==> config.mk <==
export PLATFORM = sky130hd
export DESIGN_NAME = pc_gen
export DESIGN_NICKNAME = d
export VERILOG_FILES = /design/src/rtl/pc_gen_pkg.sv /design/src/rtl/pc_gen_ras_stack.sv /design/src/rtl/pc_gen.sv
export SDC_FILE = /design/constraint.sdc
export NUM_CORES = 1
export LEC_CHECK = 0
export ABC_AREA = 1
export CORE_ASPECT_RATIO = 1.1
export CORE_MARGIN = 1
export CORE_UTILIZATION = 40
export DETAILED_ROUTE_END_ITERATION = 6
export PLACE_DENSITY = 0.67
export SLEW_MARGIN = 20
export SYNTH_ARGS = -nofsm -noshare
export SYNTH_HDL_FRONTEND = slang
export SYNTH_SLANG_ARGS = --single-unit
==> constraint.sdc <==
create_clock -name clk -period 2.93 [get_ports clk]
set_clock_uncertainty 0.1 [all_clocks]
set_input_delay 0.7325 -clock clk [delete_from_list [all_inputs] [get_ports clk]]
set_output_delay 0.7325 -clock clk [all_outputs]
set_load 0.02 [all_outputs]
==> src/rtl/pc_gen_pkg.sv <==
// rtl/pc_gen_pkg.sv - next-PC select encoding and default vectors for pc_gen
package pc_gen_pkg;

  typedef enum logic [2:0] {
    SEL_EXC   = 3'd0,
    SEL_REDIR = 3'd1,
    SEL_RET   = 3'd2,
    SEL_HOLD  = 3'd3,
    SEL_SEQ   = 3'd4
  } next_sel_e;

  localparam int unsigned DEF_RESET_VEC = 32'h0000_0000;
  localparam int unsigned DEF_EXC_VEC   = 32'h0000_0040;

endpackage

==> src/rtl/pc_gen_ras_stack.sv <==
// rtl/pc_gen_ras_stack.sv - circular return-address stack; a push when full overwrites the oldest entry
module ras_stack #(
  parameter int DEPTH = 4,
  parameter int WIDTH = 16
) (
  input  logic             clk,
  input  logic             rst,
  input  logic             push,
  input  logic             pop,
  input  logic [WIDTH-1:0] push_data,
  output logic [WIDTH-1:0] top,
  output logic             empty,
  output logic             full,
  output logic             overflow,
  output logic             underflow
);

  localparam int PW = $clog2(DEPTH);

  logic [WIDTH-1:0] r_mem [DEPTH];
  logic [PW-1:0]    r_wr_ptr;
  logic [PW:0]      r_count;
  logic             r_overflow;
  logic             r_underflow;
  logic [PW-1:0]    w_top_idx;

  assign w_top_idx = r_wr_ptr - PW'(1);
  assign top       = r_mem[w_top_idx];
  assign empty     = (r_count == '0);
  assign full      = (r_count == (PW+1)'(DEPTH));
  assign overflow  = r_overflow;
  assign underflow = r_underflow;

  // Entry contents carry no reset; only pointer and count define validity.
  always_ff @(posedge clk) begin
    if (push) begin
      r_mem[r_wr_ptr] <= push_data;
    end
  end

  always_ff @(posedge clk or negedge rst) begin
    if (!rst) begin
      r_wr_ptr    <= '0;
      r_count     <= '0;
      r_overflow  <= 1'b0;
      r_underflow <= 1'b0;
    end else begin
      r_overflow  <= push && full;
      r_underflow <= pop && !push && empty;
      if (push) begin
        r_wr_ptr <= r_wr_ptr + PW'(1);
        if (!full) begin
          r_count <= r_count + (PW+1)'(1);
        end
      end else if (pop && !empty) begin
        r_wr_ptr <= r_wr_ptr - PW'(1);
        r_count  <= r_count - (PW+1)'(1);
      end
    end
  end

endmodule

==> src/rtl/pc_gen.sv <==
// rtl/pc_gen.sv - fetch PC generator with exception, redirect, call/return stack and stall
module pc_gen
  import pc_gen_pkg::*;
#(
  parameter int          WIDTH     = 16,
  parameter int          INC       = 2,
  parameter int unsigned RESET_VEC = DEF_RESET_VEC,
  parameter int unsigned EXC_VEC   = DEF_EXC_VEC,
  parameter int          RAS_DEPTH = 4
) (
  input  logic             clk,
  input  logic             rst,
  input  logic             stall,
  input  logic             redirect_valid,
  input  logic [WIDTH-1:0] redirect_target,
  input  logic             call,
  input  logic             ret,
  input  logic             exc,
  output logic [WIDTH-1:0] pc,
  output logic             pc_valid,
  output logic             ras_empty,
  output logic             ras_full,
  output logic             ras_err
);

  logic [WIDTH-1:0] r_pc;
  logic             r_pc_valid;
  next_sel_e        w_sel;
  logic [WIDTH-1:0] w_pc_inc;
  logic [WIDTH-1:0] w_pc_next;
  logic [WIDTH-1:0] w_ras_top;
  logic             w_push;
  logic             w_pop;
  logic             w_ras_empty;
  logic             w_ras_full;
  logic             w_overflow;
  logic             w_underflow;

  always_comb begin
    w_sel = SEL_SEQ;
    if (exc)                 w_sel = SEL_EXC;
    else if (redirect_valid) w_sel = SEL_REDIR;
    else if (ret)            w_sel = SEL_RET;
    else if (stall)          w_sel = SEL_HOLD;
  end

  assign w_pc_inc = r_pc + WIDTH'(INC);

  // The first edge after reset only marks RESET_VEC live, so the stack is untouched then.
  assign w_push = r_pc_valid && (w_sel == SEL_REDIR) && call;
  assign w_pop  = r_pc_valid && (w_sel == SEL_RET);

  always_comb begin
    w_pc_next = r_pc;
    case (w_sel)
      SEL_EXC:   w_pc_next = WIDTH'(EXC_VEC);
      SEL_REDIR: w_pc_next = redirect_target;
      SEL_RET:   w_pc_next = w_ras_empty ? w_pc_inc : w_ras_top;
      SEL_HOLD:  w_pc_next = r_pc;
      SEL_SEQ:   w_pc_next = w_pc_inc;
      default:   w_pc_next = r_pc;
    endcase
  end

  always_ff @(posedge clk or negedge rst) begin
    if (!rst) begin
      r_pc       <= WIDTH'(RESET_VEC);
      r_pc_valid <= 1'b0;
    end else if (!r_pc_valid) begin
      r_pc_valid <= 1'b1;
    end else begin
      r_pc <= w_pc_next;
    end
  end

  ras_stack #(
    .DEPTH(RAS_DEPTH),
    .WIDTH(WIDTH)
  ) u_ras (
    .clk       (clk),
    .rst       (rst),
    .push      (w_push),
    .pop       (w_pop),
    .push_data (w_pc_inc),
    .top       (w_ras_top),
    .empty     (w_ras_empty),
    .full      (w_ras_full),
    .overflow  (w_overflow),
    .underflow (w_underflow)
  );

  assign pc        = r_pc;
  assign pc_valid  = r_pc_valid;
  assign ras_empty = w_ras_empty;
  assign ras_full  = w_ras_full;
  assign ras_err   = w_overflow | w_underflow;

endmodule
After elaboration in Yosys (flattened, before gate mapping)
Memories as Yosys holds them, arrays and structs flattened. Index checks and enable logic that the tools add are counted.

Memories kept: 1. Flip-flop bits (word level): 24. Memory bits (writable): 64. Word-level logic and storage cells: 46. Input port bits: 23. Output and inout port bits: 20.

Memory list: u_ras.r_mem (words 4, width 16, read ports 1, clocked after Yosys merged registers in 0, write ports 1, line pc_gen_ras_stack.sv:20) `logic [WIDTH-1:0] r_mem [DEPTH];`.

$add $sub $neg: 5. Mux-type cells: 13. Eq/ne operators: 5. Bitwise operators: 1. Reductions and logical operators: 15.

Operators with widths (number): 16-bit one-hot mux with 4 select lines (1); 3-bit two-way mux (7); 16-bit by 2-bit adder with 16-bit output (second input constant) (1); 16-bit two-way mux (1); 1-bit logical AND (7); 3-bit == test (second input constant) (2); 3-bit zero test (2); 2-bit two-way mux (2); 2-bit AND reduction (2); 4-bit nonzero test (1); 3-bit by 1-bit adder with 3-bit output (second input constant) (1); 3-bit by 1-bit == test with 1-bit output (second input constant) (1); 3-bit by 2-bit == test with 1-bit output (second input constant) (1); 3-bit by 1-bit subtractor with 3-bit output (second input constant) (1); 2-bit by 1-bit adder with 2-bit output (second input constant) (1); 1-bit zero test (2); 1-bit two-way mux (2); 2-bit inequality test (second input constant) (1); 2-bit nonzero test (1); 2-bit by 1-bit subtractor with 2-bit output (second input constant) (1); 1-bit OR (1).

Longest topological paths before layout
Depth after elaboration: 10. Gate-level depth with buffers: 14. Gate-level depth less buffers: 11.

Modules after synthesis
From an unflattened synthesis, not the netlist that was laid out.

Cells, all modules: 456. Area, all modules: 4259.1 um^2.

By module, submodules not included: ras_stack (times used 1, sequential area each 2097.0 um^2, cells an instance 218, area each 2805.2 um^2); pc_gen (times used 1, sequential area each 425.4 um^2, cells an instance 238, area each 1453.9 um^2).

Least setup slack after synthesis
Ideal clock, no wire load.

Path type: input-to-reg. Start: input exc. End: memory u_ras.r_mem[0][0] (enable). Buffers on the path: 0. Required time: 2.441 ns. Slack: 0.616 ns. Setup time: 0.389 ns. Cell stages on the path: 5. Arrival time: 1.826 ns. Cells stage by stage: inv_1 > nand2_1 > nor2_4 > inv_1 > nor2_1.

Word-level cells in the longest chain between the ends: 6.

RTL lines: start, declared (line pc_gen.sv:18) `input logic exc,`; 3-bit two-way mux (line pc_gen.sv:41) `if (exc) w_sel = SEL_EXC;`; 3-bit by 1-bit == test with 1-bit output (line pc_gen.sv:50) `assign w_push = r_pc_valid && (w_sel == SEL_REDIR) && call;`; 1-bit logical AND (2 in a row) (line pc_gen.sv:50); 1-bit two-way mux (line pc_gen_ras_stack.sv:36) `if (push) begin`; 1-bit two-way mux (not written as such) (line pc_gen_ras_stack.sv:37) `r_mem[r_wr_ptr] <= push_data;`; end, declared (line pc_gen_ras_stack.sv:20).

No other way between the ends.

Final worst setup path
Start: register u_ras.r_count[0]. End: output ras_empty.

Word-level cells in the longest chain between the ends: 1.

RTL lines: start, declared (line pc_gen_ras_stack.sv:22) `logic [PW:0] r_count;`; start signal, assigned (line pc_gen_ras_stack.sv:53) `r_count <= r_count + (PW+1)'(1);`; start signal, assigned (line pc_gen_ras_stack.sv:57) `r_count <= r_count - (PW+1)'(1);`; 3-bit zero test (line pc_gen_ras_stack.sv:29) `assign empty = (r_count == '0);`; end, declared (line pc_gen.sv:21) `output logic ras_empty,`.

No other way between the ends.

==> impl_metrics.json <==
{
  "p_per_area_mw_per_mm2": 808,
  "holdBufCountCts": 0,
  "final_area_sq_mm": 0.00511,
  "dp_cells": 635,
  "htreeDepth": 3,
  "fin_tns_setup_ps": 0,
  "wire_per_inst_microns": 14.3,
  "postRouteAntennaNets": 0,
  "cts_sinks": 88,
  "max-clock-path-buffers": 2,
  "cts_tree": "yes",
  "globalRoute.totalOverflow": 0,
  "gp_congestion": 0.859,
  "numPortBuffers": 42,
  "slowest_stage": "clkdlybuf4s50_1",
  "drive_gt1_frac": 0.0787,
  "core_area_sq_mm": 0.0103,
  "nNetsFinal": 532,
  "grt_usage": 0.189,
  "regToRegSetupSlack_ps": 830,
  "grt_pass1_wl_microns": 15500,
  "grt_max_degree": 35,
  "start_util": 0.410,
  "arrival_ps": 1690,
  "post_dp_cell_area_sq_mm": 0.00482,
  "dieWidth_microns": 100,
  "nFillCells": 997,
  "critPathMaxStageDelay_ps": 600,
  "final_util": 0.494,
  "insertedDiodeCount": 0,
  "min_period_over_period": 0.862,
  "synth-seq-cells": 88,
  "whs_ps": 414,
  "seq_area_frac_synth": 0.594,
  "syn_area_per_cell_sq_um": 9.31,
  "p_leak_nw": 2.13,
  "critPathLaunchType": "flop",
  "worst_slew_pin_slew_ps": 550,
  "syn_nets": 485,
  "dp_slack_ps": 353,
  "area_growth_pct": 20.3,
  "firstDrtPassIters": 5,
  "maxCapViolations": 0,
  "peakVddDrop_uv": 407,
  "fin_crit_ps": 2520,
  "end_kind": "output port",
  "setup_viol": 0,
  "clk_latency_ps": 340,
  "io_pins": 43,
  "path_delay_family": "buffers and inverters",
  "cts_buffers": 9,
  "relSlewSlack": 0.631,
  "synth_area_sq_mm": 0.00425,
  "crit_fanout": 5,
  "max_freq_mhz": 396,
  "vias": 3177,
  "final_hold_viol_count": 0,
  "post-cts-setup-buffer-count": 0,
  "via_per_inst": 4.88,
  "crit_buf_inv": 3,
  "dieArea_sq_mm": 0.0110,
  "rsz0062_at_grt": "false",
  "fin_ws_ps": 406,
  "hpwl_microns": 6800,
  "drt-total-wl_microns": 9310,
  "drc": 0,
  "worstSetupPathType": "reg -> out",
  "path_cells": "inv_1 > nand3_2 > inv_1 > clkdlybuf4s50_1",
  "min_path_type": "reg -> reg",
  "cts_resized": 0,
  "finalPower_mw": 4.13,
  "finalMaxSlewViolations": 0,
  "grt_pass1_vias": 3096,
  "cp_common_cell": "inv_1",
  "status": "finished, final reports clean",
  "critPathRequiredTime_ps": 2100,
  "die-height_microns": 110,
  "instances_no_fill": 651,
  "yosysWarnings": 0,
  "drt_iter0_drc": 235,
  "synthDistinctLibCells": 31,
  "cts_root_buf": "clkbuf_16",
  "path_clk_slew_ps": 60,
  "antenna_found_initial": 0,
  "num_rows": 39,
  "postSynthCellCount": 456
}
-- cell type report --
cell class,instances,area (sq um),share of cell area
timing repair buffer,51,488,0.0955
clock inverter,4,47.5,0.00931
multi-input combinational,318,1500,0.294
clock buffer,12,236,0.0463
sequential,88,2520,0.494
tap,143,179,0.0350
inverter,35,131,0.0257
-- flip-flops by register name, indices dropped and copies added, names as in the netlist --
register         flops
pc                  16
pc_valid             1
u_ras.overflow       1
u_ras.r_count        3
u_ras.r_mem         64
u_ras.r_wr_ptr       2
u_ras.underflow      1
-- placed cells by master (no fill, tap or decap), drive strengths merged --
cell           count
nor2              58
xnor2              3
inv               35
clkbuf            12
o21ai             22
bufinv             1
clkinv             2
o22ai              1
ha                 6
conb               1
dfrtp             24
o21bai             1
edfxtp            64
buf                9
clkinvlp           1
nand3             48
clkdlybuf4s50     42
or2                1
nand2            146
a21o               1
xor2               7
nor3               2
nand4              5
and2               4
a21oi             12
-- Yosys cell counts (all sizes together) --
cell type	count	area, sq um
xor2	7	61.3
nor2	58	240
nor3	2	10.0
nand4	5	31.3
ha	6	75.1
xnor2	3	33.8
or2	1	6.26
o21ai	22	114
conb	1	3.75
nand2	146	553
nand3	48	245
inv	35	131
and2	4	25.0
dfrtp	24	601
a21oi	12	82.6
o22ai	1	6.26
buf	15	88.8
edfxtp	64	1920
o21bai	1	7.51
a21o	1	7.51
-- path summary, 6_finish.rpt --
check                                  start          endpoint  depth (start not counted)
min in group asynchronous                rst  u_ras.r_count[2]                          2
max reg2reg                u_ras.r_wr_ptr[1]            pc[13]                         11
min reg2reg                 u_ras.r_count[0]  u_ras.r_count[0]                          1
min                         u_ras.r_count[0]  u_ras.r_count[0]                          1
max in group asynchronous                rst            pc[12]                          2
max                         u_ras.r_count[0]         ras_empty                          4
-- logic make-up after synthesis --
| logic type | after synthesis | synth area share |
|---|---|---|
| buf+inv | 50 | 0.0519 |
| xor+xnor | 10 | 0.0224 |
| other cells | 1 | 0.000883 |
| fa+ha+maj | 6 | 0.0177 |
| compound gates | 37 | 0.0513 |
| flops | 88 | 0.594 |
| simple gates | 264 | 0.262 |
-- worst register-to-register path: cells and delay by family, from the launching register on --
| kind | cells | cell delay, ps |
|---|---|---|
| AO/OA/AOI/OAI | 1 | 190 |
| flip-flops | 1 | 380 |
| adder cells (fa/ha/maj) | 1 | 480 |
| AND/OR/NAND/NOR | 7 | 510 |
| buffers and inverters | 2 | 320 |
-- routing by layer --
layer,GRT usage,part of all wire,up-vias
li1,-,-,1597
met1,0.256,0.47,1474
met2,0.299,0.46,92
met3,0.0290,0.047,14
met4,0.0911,0.025,0
met5,0,0,-
-- report_power, final --
group | total [mW] | internal [mW] | switching (mW)
clock | 1.09 | 0.658 | 0.436
combinational | 1.43 | 0.489 | 0.942
sequential | 1.60 | 1.50 | 0.107
total | 4.13 | 2.64 | 1.48
Power figures use the tool's default switching activity.
